<file path="src/rtl/dmem_arbiter_if.sv">
`default_nettype none
// ============================================================================
// Module      : dmem_arbiter_if
// Description : Bundle of the two requester ports (A = pipeline MEM stage,
//               B = debug/loader) and the DataMemory command/response port
//               served by dmem_arbiter.
//               Requester A/B : *_req, *_wr, *_addr, *_wd  -> arbiter
//                               *_ack, *_rd, *_err         <- arbiter
//               Memory        : mr, mw, addr, wd           <- arbiter
//                               rd                         -> arbiter
//               Status        : busy                       <- arbiter
// Revision    : 1.0 - initial release
// ============================================================================
interface dmem_arbiter_if;

  // Port A (pipeline MEM stage)
  logic        a_req;
  logic        a_wr;
  logic [31:0] a_addr;
  logic [31:0] a_wd;
  logic        a_ack;
  logic [31:0] a_rd;
  logic        a_err;

  // Port B (debug / loader)
  logic        b_req;
  logic        b_wr;
  logic [31:0] b_addr;
  logic [31:0] b_wd;
  logic        b_ack;
  logic [31:0] b_rd;
  logic        b_err;

  // DataMemory command / response
  logic        mr;
  logic        mw;
  logic [31:0] addr;
  logic [31:0] wd;
  logic [31:0] rd;

  logic        busy;

  // Arbiter side
  modport slave (
    input  a_req, a_wr, a_addr, a_wd,
    output a_ack, a_rd, a_err,
    input  b_req, b_wr, b_addr, b_wd,
    output b_ack, b_rd, b_err,
    output mr, mw, addr, wd,
    input  rd,
    output busy
  );

  // Environment side (requesters plus memory)
  modport master (
    output a_req, a_wr, a_addr, a_wd,
    input  a_ack, a_rd, a_err,
    output b_req, b_wr, b_addr, b_wd,
    input  b_ack, b_rd, b_err,
    input  mr, mw, addr, wd,
    output rd,
    input  busy
  );

endinterface
`default_nettype wire

</file>
<file path="src/rtl/dmem_arbiter.sv">
`default_nettype none
// ============================================================================
// Module      : dmem_arbiter
// Description : Round-robin arbiter and sequencer for the shared DataMemory.
//               Accepts one access at a time from port A or port B, issues
//               a registered memory command for one cycle, then returns a
//               one-cycle acknowledge with read data and an error flag.
//               Misaligned or out-of-range addresses are acknowledged with
//               the error flag set and never reach the memory.
// Ports       : clk  - clock, rising edge
//               rst  - asynchronous active-high reset
//               bus  - dmem_arbiter_if.slave (requesters + memory port)
// Parameters  : MEM_WORDS - number of 32-bit words in DataMemory
// Revision    : 1.0 - initial release
// ============================================================================
module dmem_arbiter #(
  parameter int MEM_WORDS = 256
) (
  input  logic           clk,
  input  logic           rst,
  dmem_arbiter_if.slave  bus
);

  localparam logic [1:0]  C_IDLE      = 2'd0;
  localparam logic [1:0]  C_ISSUE     = 2'd1;
  localparam logic [1:0]  C_ACK       = 2'd2;
  localparam logic [31:0] C_MEM_WORDS = 32'(MEM_WORDS);

  logic [1:0]  r_state;
  logic        r_prio_b;   // 1: B wins the next contention, 0: A wins
  logic        r_win_b;    // owner of the access in flight
  logic        r_err;      // address check result of the access in flight
  logic        r_mr;
  logic        r_mw;
  logic [31:0] r_addr;
  logic [31:0] r_wd;
  logic [31:0] r_rdata;
  logic        r_a_ack;
  logic        r_b_ack;
  logic        r_a_err;
  logic        r_b_err;

  logic        w_start;
  logic        w_grant_b;
  logic        w_wr;
  logic [31:0] w_addr;
  logic [31:0] w_wd;
  logic        w_err;

  assign w_start   = (r_state == C_IDLE) && (bus.a_req || bus.b_req);
  // B wins when it is alone, or when both request and B holds priority.
  assign w_grant_b = bus.b_req && (!bus.a_req || r_prio_b);

  assign w_wr   = w_grant_b ? bus.b_wr   : bus.a_wr;
  assign w_addr = w_grant_b ? bus.b_addr : bus.a_addr;
  assign w_wd   = w_grant_b ? bus.b_wd   : bus.a_wd;

  // Word index is compared zero-extended to avoid a width mismatch.
  assign w_err  = (w_addr[1:0] != 2'b00) ||
                  ({2'b00, w_addr[31:2]} >= C_MEM_WORDS);

  always_ff @(posedge clk or posedge rst) begin
    if (rst) begin
      r_state  <= C_IDLE;
      r_prio_b <= 1'b0;
      r_win_b  <= 1'b0;
      r_err    <= 1'b0;
      r_mr     <= 1'b0;
      r_mw     <= 1'b0;
      r_addr   <= 32'h0;
      r_wd     <= 32'h0;
      r_rdata  <= 32'h0;
      r_a_ack  <= 1'b0;
      r_b_ack  <= 1'b0;
      r_a_err  <= 1'b0;
      r_b_err  <= 1'b0;
    end else begin
      case (r_state)
        C_IDLE: begin
          if (w_start) begin
            r_state  <= C_ISSUE;
            // The port just served drops to lowest priority.
            r_prio_b <= ~w_grant_b;
            r_win_b  <= w_grant_b;
            r_err    <= w_err;
            r_mr     <= ~w_wr & ~w_err;
            r_mw     <=  w_wr & ~w_err;
            r_addr   <= w_addr;
            r_wd     <= w_wd;
          end
        end

        C_ISSUE: begin
          r_state <= C_ACK;
          r_mr    <= 1'b0;
          r_mw    <= 1'b0;
          r_addr  <= 32'h0;
          r_wd    <= 32'h0;
          // Only a real read returns memory data; writes and errors return 0.
          r_rdata <= r_mr ? bus.rd : 32'h0;
          r_a_ack <= ~r_win_b;
          r_b_ack <=  r_win_b;
          r_a_err <= ~r_win_b & r_err;
          r_b_err <=  r_win_b & r_err;
        end

        C_ACK: begin
          r_state <= C_IDLE;
          r_rdata <= 32'h0;
          r_a_ack <= 1'b0;
          r_b_ack <= 1'b0;
          r_a_err <= 1'b0;
          r_b_err <= 1'b0;
        end

        default: begin
          r_state <= C_IDLE;
        end
      endcase
    end
  end

  assign bus.mr    = r_mr;
  assign bus.mw    = r_mw;
  assign bus.addr  = r_addr;
  assign bus.wd    = r_wd;

  assign bus.a_ack = r_a_ack;
  assign bus.b_ack = r_b_ack;
  assign bus.a_err = r_a_err;
  assign bus.b_err = r_b_err;
  // One response register serves both ports; the Ack says whose it is.
  assign bus.a_rd  = r_rdata;
  assign bus.b_rd  = r_rdata;

  assign bus.busy  = (r_state != C_IDLE);

endmodule
`default_nettype wire

</file>
<file path="src/flat_wrapper.sv">
// flat-port wrapper written by rule: the top's interface ports become plain ports
module dmem_arbiter_flat 
#(
  parameter int MEM_WORDS = 256
)
  (clk, rst, bus_a_req, bus_a_wr, bus_a_addr, bus_a_wd, bus_a_ack, bus_a_rd, bus_a_err, bus_b_req, bus_b_wr, bus_b_addr, bus_b_wd, bus_b_ack, bus_b_rd, bus_b_err, bus_mr, bus_mw, bus_addr, bus_wd, bus_rd, bus_busy);
  dmem_arbiter_if bus_i ();
  input  logic clk;
  input  logic rst;
  input wire logic [$bits(bus_i.a_req)-1:0] bus_a_req;
  input wire logic [$bits(bus_i.a_wr)-1:0] bus_a_wr;
  input wire logic [$bits(bus_i.a_addr)-1:0] bus_a_addr;
  input wire logic [$bits(bus_i.a_wd)-1:0] bus_a_wd;
  output wire logic [$bits(bus_i.a_ack)-1:0] bus_a_ack;
  output wire logic [$bits(bus_i.a_rd)-1:0] bus_a_rd;
  output wire logic [$bits(bus_i.a_err)-1:0] bus_a_err;
  input wire logic [$bits(bus_i.b_req)-1:0] bus_b_req;
  input wire logic [$bits(bus_i.b_wr)-1:0] bus_b_wr;
  input wire logic [$bits(bus_i.b_addr)-1:0] bus_b_addr;
  input wire logic [$bits(bus_i.b_wd)-1:0] bus_b_wd;
  output wire logic [$bits(bus_i.b_ack)-1:0] bus_b_ack;
  output wire logic [$bits(bus_i.b_rd)-1:0] bus_b_rd;
  output wire logic [$bits(bus_i.b_err)-1:0] bus_b_err;
  output wire logic [$bits(bus_i.mr)-1:0] bus_mr;
  output wire logic [$bits(bus_i.mw)-1:0] bus_mw;
  output wire logic [$bits(bus_i.addr)-1:0] bus_addr;
  output wire logic [$bits(bus_i.wd)-1:0] bus_wd;
  input wire logic [$bits(bus_i.rd)-1:0] bus_rd;
  output wire logic [$bits(bus_i.busy)-1:0] bus_busy;
  assign bus_i.a_req = bus_a_req;
  assign bus_i.a_wr = bus_a_wr;
  assign bus_i.a_addr = bus_a_addr;
  assign bus_i.a_wd = bus_a_wd;
  assign bus_a_ack = bus_i.a_ack;
  assign bus_a_rd = bus_i.a_rd;
  assign bus_a_err = bus_i.a_err;
  assign bus_i.b_req = bus_b_req;
  assign bus_i.b_wr = bus_b_wr;
  assign bus_i.b_addr = bus_b_addr;
  assign bus_i.b_wd = bus_b_wd;
  assign bus_b_ack = bus_i.b_ack;
  assign bus_b_rd = bus_i.b_rd;
  assign bus_b_err = bus_i.b_err;
  assign bus_mr = bus_i.mr;
  assign bus_mw = bus_i.mw;
  assign bus_addr = bus_i.addr;
  assign bus_wd = bus_i.wd;
  assign bus_i.rd = bus_rd;
  assign bus_busy = bus_i.busy;
  dmem_arbiter #(.MEM_WORDS(MEM_WORDS)) u_core (.clk(clk), .rst(rst), .bus(bus_i));
endmodule
</file>
<file path="config.mk">
export PLATFORM = sky130hd
export DESIGN_NAME = dmem_arbiter_flat
export DESIGN_NICKNAME = d
export VERILOG_FILES = /design/src/rtl/dmem_arbiter_if.sv /design/src/rtl/dmem_arbiter.sv /design/src/flat_wrapper.sv
export SDC_FILE = /design/constraint.sdc
export NUM_CORES = 1
export LEC_CHECK = 0
export ABC_AREA = 0
export CAP_MARGIN = 20
export CORE_MARGIN = 5
export CORE_UTILIZATION = 40
export DETAILED_ROUTE_END_ITERATION = 10
export PLACE_DENSITY = 0.85
export SLEW_MARGIN = 20
export SYNTH_ARGS = -nofsm -noshare
export SYNTH_HDL_FRONTEND = slang
export SYNTH_SLANG_ARGS = --single-unit
</file>
<file path="constraint.sdc">
create_clock -name clk -period 8 [get_ports clk]
set_input_delay 1.2 -clock clk [delete_from_list [all_inputs] [get_ports clk]]
set_output_delay 1.2 -clock clk [all_outputs]
set_load 0.02 [all_outputs]
</file>
==> results of run 1 <==
## worst max-delay path by stage
stage	start	end	slack, ns	depth (start not counted)
3_3_place_gp	bus_a_req	u_core.bus.mr$_DFFE_PP0P_	4.67	5
4_1_cts	u_core.r_state[0]$_DFFE_PP0P_	bus_busy	4.89	4
3_5_place_dp	bus_b_req	u_core.bus.wd[11]$_DFFE_PP0P_	4.62	4
2_1_floorplan	rst	u_core.bus.a_ack$_DFFE_PP0P_	3.98	1
6_report	bus_b_req	u_core.bus.wd[4]$_DFFE_PP0P_	4.99	6
5_1_grt	bus_a_req	u_core.bus.mr$_DFFE_PP0P_	4.83	5
## cell usage in the layout (no fill, tap or decap), types with 2 or more instances in the layout
cell	Yosys	layout
clkbuf_8	0	3
o32ai_1	2	2
ha_1	4	3
mux2_2	3	3
clkbuf_16	0	9
dfrtp_1	107	107
mux2i_1	65	65
buf_4	33	2
inv_1	40	39
o21ai_0	52	52
clkbuf_1	9	3
o21ai_1	48	48
nand2_1	105	104
o31ai_1	2	2
clkdlybuf4s50_1	0	300
nand4_1	3	3
nor4_1	12	12
## metal layers
metal  global-route usage [%]  vias up  part of all wire, %
li1                         -     2190                    -
met5                        0        -                    0
met4                     9.03        0                  3.4
met2                     36.9      241                   50
met3                     7.24       44                   11
met1                     22.5     2164                   36
## cell families after synthesis
kind of cell               Yosys count  synth area share, %
and+or+nand+nor                    127                 10.5
buffers and inverters              101                 11.0
AOI/OAI and AO/OA                  109                 11.3
adders and majority gates            4                0.986
DFF                                107                 52.7
muxes                               68                 13.5
## critical path, delay by kind of cell
kind | cells | cell delay [ns]
AND/OR/NAND/NOR | 2 | 0.61
AO/OA/AOI/OAI | 2 | 0.33
buffers and inverters | 2 | 1.08
## final cells by class
class	count	area, um2	share of cell area [%]
Timing Repair Buffer	302	3020	36.6
Sequential cell	107	2680	32.5
Multi-Input combinational cell	308	1870	22.7
Clock buffer	15	278	3.37
Tap cell	172	215	2.61
Inverter	40	153	1.85
Clock inverter	1	30.0	0.364
## power breakdown
group / internal, uW / switching, uW
clock network: 269 / 183
logic: 422 / 558
registers: 673 / 73.9
## stage by stage
stage,area [um2],std cells,util (%),hold WS (ns)
after detailed placement,7920,929,63.3,0.466
after global placement,7920,929,63.3,0.462
after CTS,8230,945,65.7,0.483
final,8240,945,65.8,0.478
after global routing,8240,945,65.8,0.510
after floorplan,5080,516,-,0.451
## sequential cells by signal, indices dropped and copies added, names as in the netlist
register / flops
u_core.bus.a_ack: 1
u_core.bus.a_err: 1
u_core.bus.a_rd: 32
u_core.bus.addr: 32
u_core.bus.b_ack: 1
u_core.bus.b_err: 1
u_core.bus.mr: 1
u_core.bus.mw: 1
u_core.bus.wd: 32
u_core.r_err: 1
u_core.r_prio_b: 1
u_core.r_state: 2
u_core.r_win_b: 1
==> results_dict.tcl, run 1 <==
set metrics [dict create \
    outcome "completed" \
    wl_um 15900 \
    finalSetupViolations 0 \
    worstSetupStartpointType "primary input" \
    drc_errors 0 \
    cts.sinks 107 \
    min-delay-start "u_core.bus.wd[26]$_DFFE_PP0P_" \
    max_freq_mhz 332 \
    vdd_drop_max_mv 0.141 \
    drt_iter0_markers 220 \
    rrSetupSlack_ns 5.61 \
    ys.flop_type "dfrtp_1" \
    synth_edf_count 0 \
    p_per_area_nw_per_um2 265 \
    slew-limit-headroom_pct 37.5 \
    syn_inst 516 \
    yosysWarnings 0 \
    synth_common_cells "dfrtp_1, nand2_1, mux2i_1" \
    io_pins 301 \
    grt-ovfl-total 0 \
    hold_violations 0 \
    path_cells "clkdlybuf4s50_1 > or3b_4 > o21ai_4 > buf_4 > nand2_1 > o21ai_1" \
    worst_slack_ns 4.99 \
    dp_hpwl_um 12700 \
    core_area_um2 12500 \
    synth_area_leaders "dfrtp_1, mux2i_1, nand2_1" \
    synth_async_sr_flop_share_pct 100 \
    cts_buffers 9 \
    grt_use_total_pct 20.8 \
    synth_top_area_share_pct 52.7 \
    drive_above_1_share_pct 3.23 \
    synth_area_um2 5080 \
    htree_levels 3 \
    synth_top_cell_by_area "dfrtp_1" \
    start_util_pct 40.6 \
    wl_per_cell_um 16.9 \
    skew_ns 0.00980 \
    dieHeight_um 123 \
    postCtsHoldBufs 0 \
    finalPower_uw 2180 \
    cp_max_fo 48 \
    postCtsSetupBuffers 0 \
    crit_slowest_cell "clkdlybuf4s50_1" \
    required_ns 8.24 \
    firstDrtPassIters 4 \
    cts_resized 0 \
    ys_seq_area_share_pct 52.7 \
    die_w_um 123 \
    crit_type "in -> reg" \
    hold_class "reg -> reg" \
    syn_nets 686 \
    rr_worst_depth 7 \
    max_stage_delay_ns 0.54 \
    avgSynthCellArea_um2 9.84 \
    fillers 1037 \
    drv_cap 0 \
    grt_max_degree 72 \
    clkSlewWorstSetupHoldPaths_ns 0.06 \
    slew_viol_final 0 \
    min_period_ns 3.01 \
    finalNetCount 938 \
    rsz0062_at_grt "false" \
    tightest_slew_ns 0.937 \
    synth-seq-cells 107 \
    antenna_found_initial 0 \
    gp_congestion 0.872 \
    grt_pass1_wl_um 24600 \
    viasPerCell 4.91 \
    fin_crit_sh_pct 37.7 \
    min_path_cells 2 \
    clock_path_buffers 2 \
    port_buffers 300 \
    synth.most_common_cell "dfrtp_1" \
    crit_arrival_ns 3.25 \
    p_leak_uw 0.00350 \
    area_growth_pct 62.3 \
    yosysUniqueCellTypes 27 \
    grt_pass1_vias 5022 \
    crit-reg2reg-capture "u_core.bus.wd[4]$_DFFE_PP0P_" \
    fin_tns_setup_ns 0 \
    antenna_cells 0 \
    cts_tree "yes" \
    rows 41 \
    antenna_left 0 \
    clk_latency_ns 0.33 \
    cp-end-kind "register" \
    vias 4639 \
    whs_endpoint "u_core.bus.wd[26]$_DFFE_PP0P_" \
    dp_slack_ns 4.62 \
    die-area_um2 15000 \
    cts_root_buf "clkbuf_16" \
    r2r-start "u_core.r_state[0]$_DFFE_PP0P_" \
]
No activity file was read; power rests on OpenSTA's default activity.
==> inputs of run 2 (changes only) <==
--- a/config.mk
+++ b/config.mk
@@ -8,9 +8,9 @@
 export ABC_AREA = 0
 export CAP_MARGIN = 20
 export CORE_MARGIN = 5
-export CORE_UTILIZATION = 40
+export CORE_UTILIZATION = 34
 export DETAILED_ROUTE_END_ITERATION = 10
-export PLACE_DENSITY = 0.85
+export PLACE_DENSITY = 0.77
 export SLEW_MARGIN = 20
 export SYNTH_ARGS = -nofsm -noshare
 export SYNTH_HDL_FRONTEND = slang
==> constraint.sdc (replaced) <==
create_clock -name clk -period 2.6 [get_ports clk]
set_input_delay 0.39 -clock clk [delete_from_list [all_inputs] [get_ports clk]]
set_output_delay 0.39 -clock clk [all_outputs]
set_load 0.02 [all_outputs]
==> run 2 against run 1 <==
Against the previous run:
- flip-flop and latch count did not move
- critical endpoint is now bus_busy
- largest power group unchanged
- non-clock buffer count increased by 12
- sequential power grew to 3.1 times the previous value
- sequential share of layout area is 0.56 points lower
- wire length is 0.80% higher
- clock skew rose by 0.0040 ns
- combinational power grew to 3.2 times the previous value
==> results_dict.tcl, run 2 (same netlist as run 1, synthesis figures left out) <==
set metrics [dict create \
    die-area_um2 17500 \
    p_comb_share_pct 45.4 \
    cp_top_family "buffers and inverters" \
    start_util_pct 34.8 \
    core_area_um2 14600 \
    endpoint "bus_busy" \
    layout_common_cells "clkdlybuf4s50_1, dfrtp_1, nand2_1, mux2i_1, o21ai_0" \
    rows 44 \
    p_per_area_nw_per_um2 818 \
    vdd_drop_max_mv 0.375 \
    rr_worst_depth 6 \
    final_util_pct 57.5 \
    required_ns 2.21 \
    grt-ovfl-total 0 \
    area_growth_pct 65.1 \
    finalNetCount 950 \
    outcome "completed" \
    grt_pass1_wl_um 25100 \
    p_sw_uw 2580 \
    drc_errors 0 \
    pwr-share-clk_pct 21.4 \
    cpMostUsedCell "inv_1" \
    hold_class "reg -> reg" \
    dp_hpwl_um 12600 \
    path_cells "inv_1 > ha_1 > inv_1 > clkdlybuf4s50_1" \
    cts_buffers 9 \
    rsz0062_at_grt "false" \
    port_buffers 300 \
    seqPwrFrac_pct 33.2 \
    grt_max_degree 108 \
    crit_cells 4 \
    grt_pass1_vias 4689 \
    cts_resized 0 \
    startpoint "u_core.r_state[0]$_DFFE_PP0P_" \
    cts.sinks 107 \
    drt_iter0_markers 179 \
    fin_area_um2 8380 \
    worst_slack_ns 0.323 \
    dp_slack_ns 0.150 \
    place_area_um2 8070 \
    max_freq_mhz 439 \
    crit_slowest_cell "clkdlybuf4s50_1" \
    wl_per_cell_um 16.6 \
    antenna_found_initial 0 \
    firstDrtPassIters 4 \
    fin_tns_setup_ns 0 \
    fin_crit_sh_pct 87.6 \
    fillers 1313 \
    viasPerCell 4.69 \
    grt_use_total_pct 17.7 \
    final_common_cell "clkdlybuf4s50_1" \
    antenna_cells 0 \
    slew_viol_final 0 \
    p_leak_uw 0.00357 \
    dieHeight_um 132 \
    postCtsHoldBufs 0 \
    worstSetupStartpointType "register" \
    rrSetupSlack_ns 0.52 \
    drive_above_1_share_pct 4.84 \
    p_int_uw 4280 \
    finalSetupViolations 0 \
    clock_path_buffers 2 \
    crit-reg2reg-capture "u_core.bus.addr[3]$_DFFE_PP0P_" \
    crit_arrival_ns 1.89 \
    max_stage_delay_ns 0.59 \
    p_sw_share_pct 37.6 \
    die_w_um 132 \
    place_inst 953 \
    vias 4549 \
    instances_no_fill 969 \
    cp-end-kind "primary output" \
    skew_ns 0.0138 \
    io_pins 301 \
    postCtsSetupBuffers 0 \
    crit_buf_inv 3 \
    clkSlewWorstSetupHoldPaths_ns 0.07 \
    hold_violations 0 \
    wl_um 16100 \
    drv_cap 0 \
    crit_type "reg -> out" \
    min_period_ns 2.28 \
    htree_levels 3 \
    clk_latency_ns 0.35 \
    gp_congestion 0.798 \
    cp_max_fo 8 \
    cts_tree "yes" \
    tightest_slew_ns 0.646 \
    slew-limit-headroom_pct 56.5 \
    antenna_left 0 \
    r2r-start "u_core.r_state[0]$_DFFE_PP0P_" \
    cts_root_buf "clkbuf_16" \
]
-- run 2: cell count changes in the layout (fill, tap and decap cells not counted), moves of 2 or more --
cell        change
clkbuf_1        -2
clkinvlp_4      +3
clkbuf_8        -3
buf_12          +3
buf_4           +9
-- run 2: routing by layer --
layer | GRT usage (%) | share of wire, % | wire length, um
met1 | 20.0 | 39 | 6240
met2 | 32.2 | 51 | 8180
met3 | 5.61 | 8.9 | 1420
met4 | 4.81 | 1.4 | 227
met5 | 0 | 0 | 0
-- run 2: worst min-delay path by stage --
| stage | slack [ns] | from | end | depth (start not counted) |
|---|---|---|---|---|
| 2_1_floorplan | 0.45 | u_core.r_prio_b$_DFFE_PP0P_ | u_core.r_prio_b$_DFFE_PP0P_ | 1 |
| 3_3_place_gp | 0.46 | u_core.bus.wd[25]$_DFFE_PP0P_ | u_core.bus.wd[25]$_DFFE_PP0P_ | 2 |
| 3_5_place_dp | 0.47 | u_core.bus.wd[22]$_DFFE_PP0P_ | u_core.bus.wd[22]$_DFFE_PP0P_ | 2 |
| 6_report | 0.48 | u_core.bus.wd[22]$_DFFE_PP0P_ | u_core.bus.wd[22]$_DFFE_PP0P_ | 2 |
| 4_1_cts | 0.49 | u_core.bus.wd[22]$_DFFE_PP0P_ | u_core.bus.wd[22]$_DFFE_PP0P_ | 2 |
| 5_1_grt | 0.50 | u_core.bus.addr[5]$_DFFE_PP0P_ | u_core.bus.addr[5]$_DFFE_PP0P_ | 2 |
-- run 2: layout make-up --
class,count,area [um2],share of cell area [%]
clock buffers,10,229,2.73
clock inverters,6,88.8,1.06
inverters,40,154,1.84
multi-input cells,308,1860,22.2
flip-flops and latches,107,2680,31.9
well taps,184,230,2.75
repair buffers,314,3150,37.5
-- run 2: metrics by stage --
| step | total power (uW) | hold slack, ns |
|---|---|---|
| final | 6850 | 0.478 |
| after global routing | 7310 | 0.503 |
| after detailed placement | 5470 | 0.470 |
| after CTS | 6960 | 0.485 |
| after global placement | 5410 | 0.461 |
| after floorplan | 4070 | 0.451 |
-- run 2: tightest hold or removal path, delay by kind of cell, from the launching register on --
family          cells  cell delay (ns)
simple gates        1             0.04
flops               1             0.34
compound gates      1             0.06
-- run 2: power by group through the flow --
stage / clock, uW / sequential, uW / combinational [uW]
final: 1470 / 2280 / 3110
after global routing: 1580 / 2340 / 3390
after CTS: 1510 / 2280 / 3160
after detailed placement: 0 / 2320 / 3150
after global placement: 0 / 2290 / 3120
after floorplan: 0 / 2730 / 1340
==> inputs of run 3 (changes only) <==
==> constraint.sdc (replaced) <==
create_clock -name clk -period 2.6 [get_ports clk]
set_input_delay 0.39 -clock clk [delete_from_list [all_inputs] [get_ports clk]]
set_output_delay 0.39 -clock clk [all_outputs]
set_load 0.01 [all_outputs]
==> results of run 3 <==
Same layout as run 2 (identical final DEF). Status: completed.
Main changes from that run: setup slack after layout 0.323 ns -> 0.379 ns; total power 6850 uW -> 6570 uW; worst IR drop on VDD 0.375 mV -> 0.369 mV
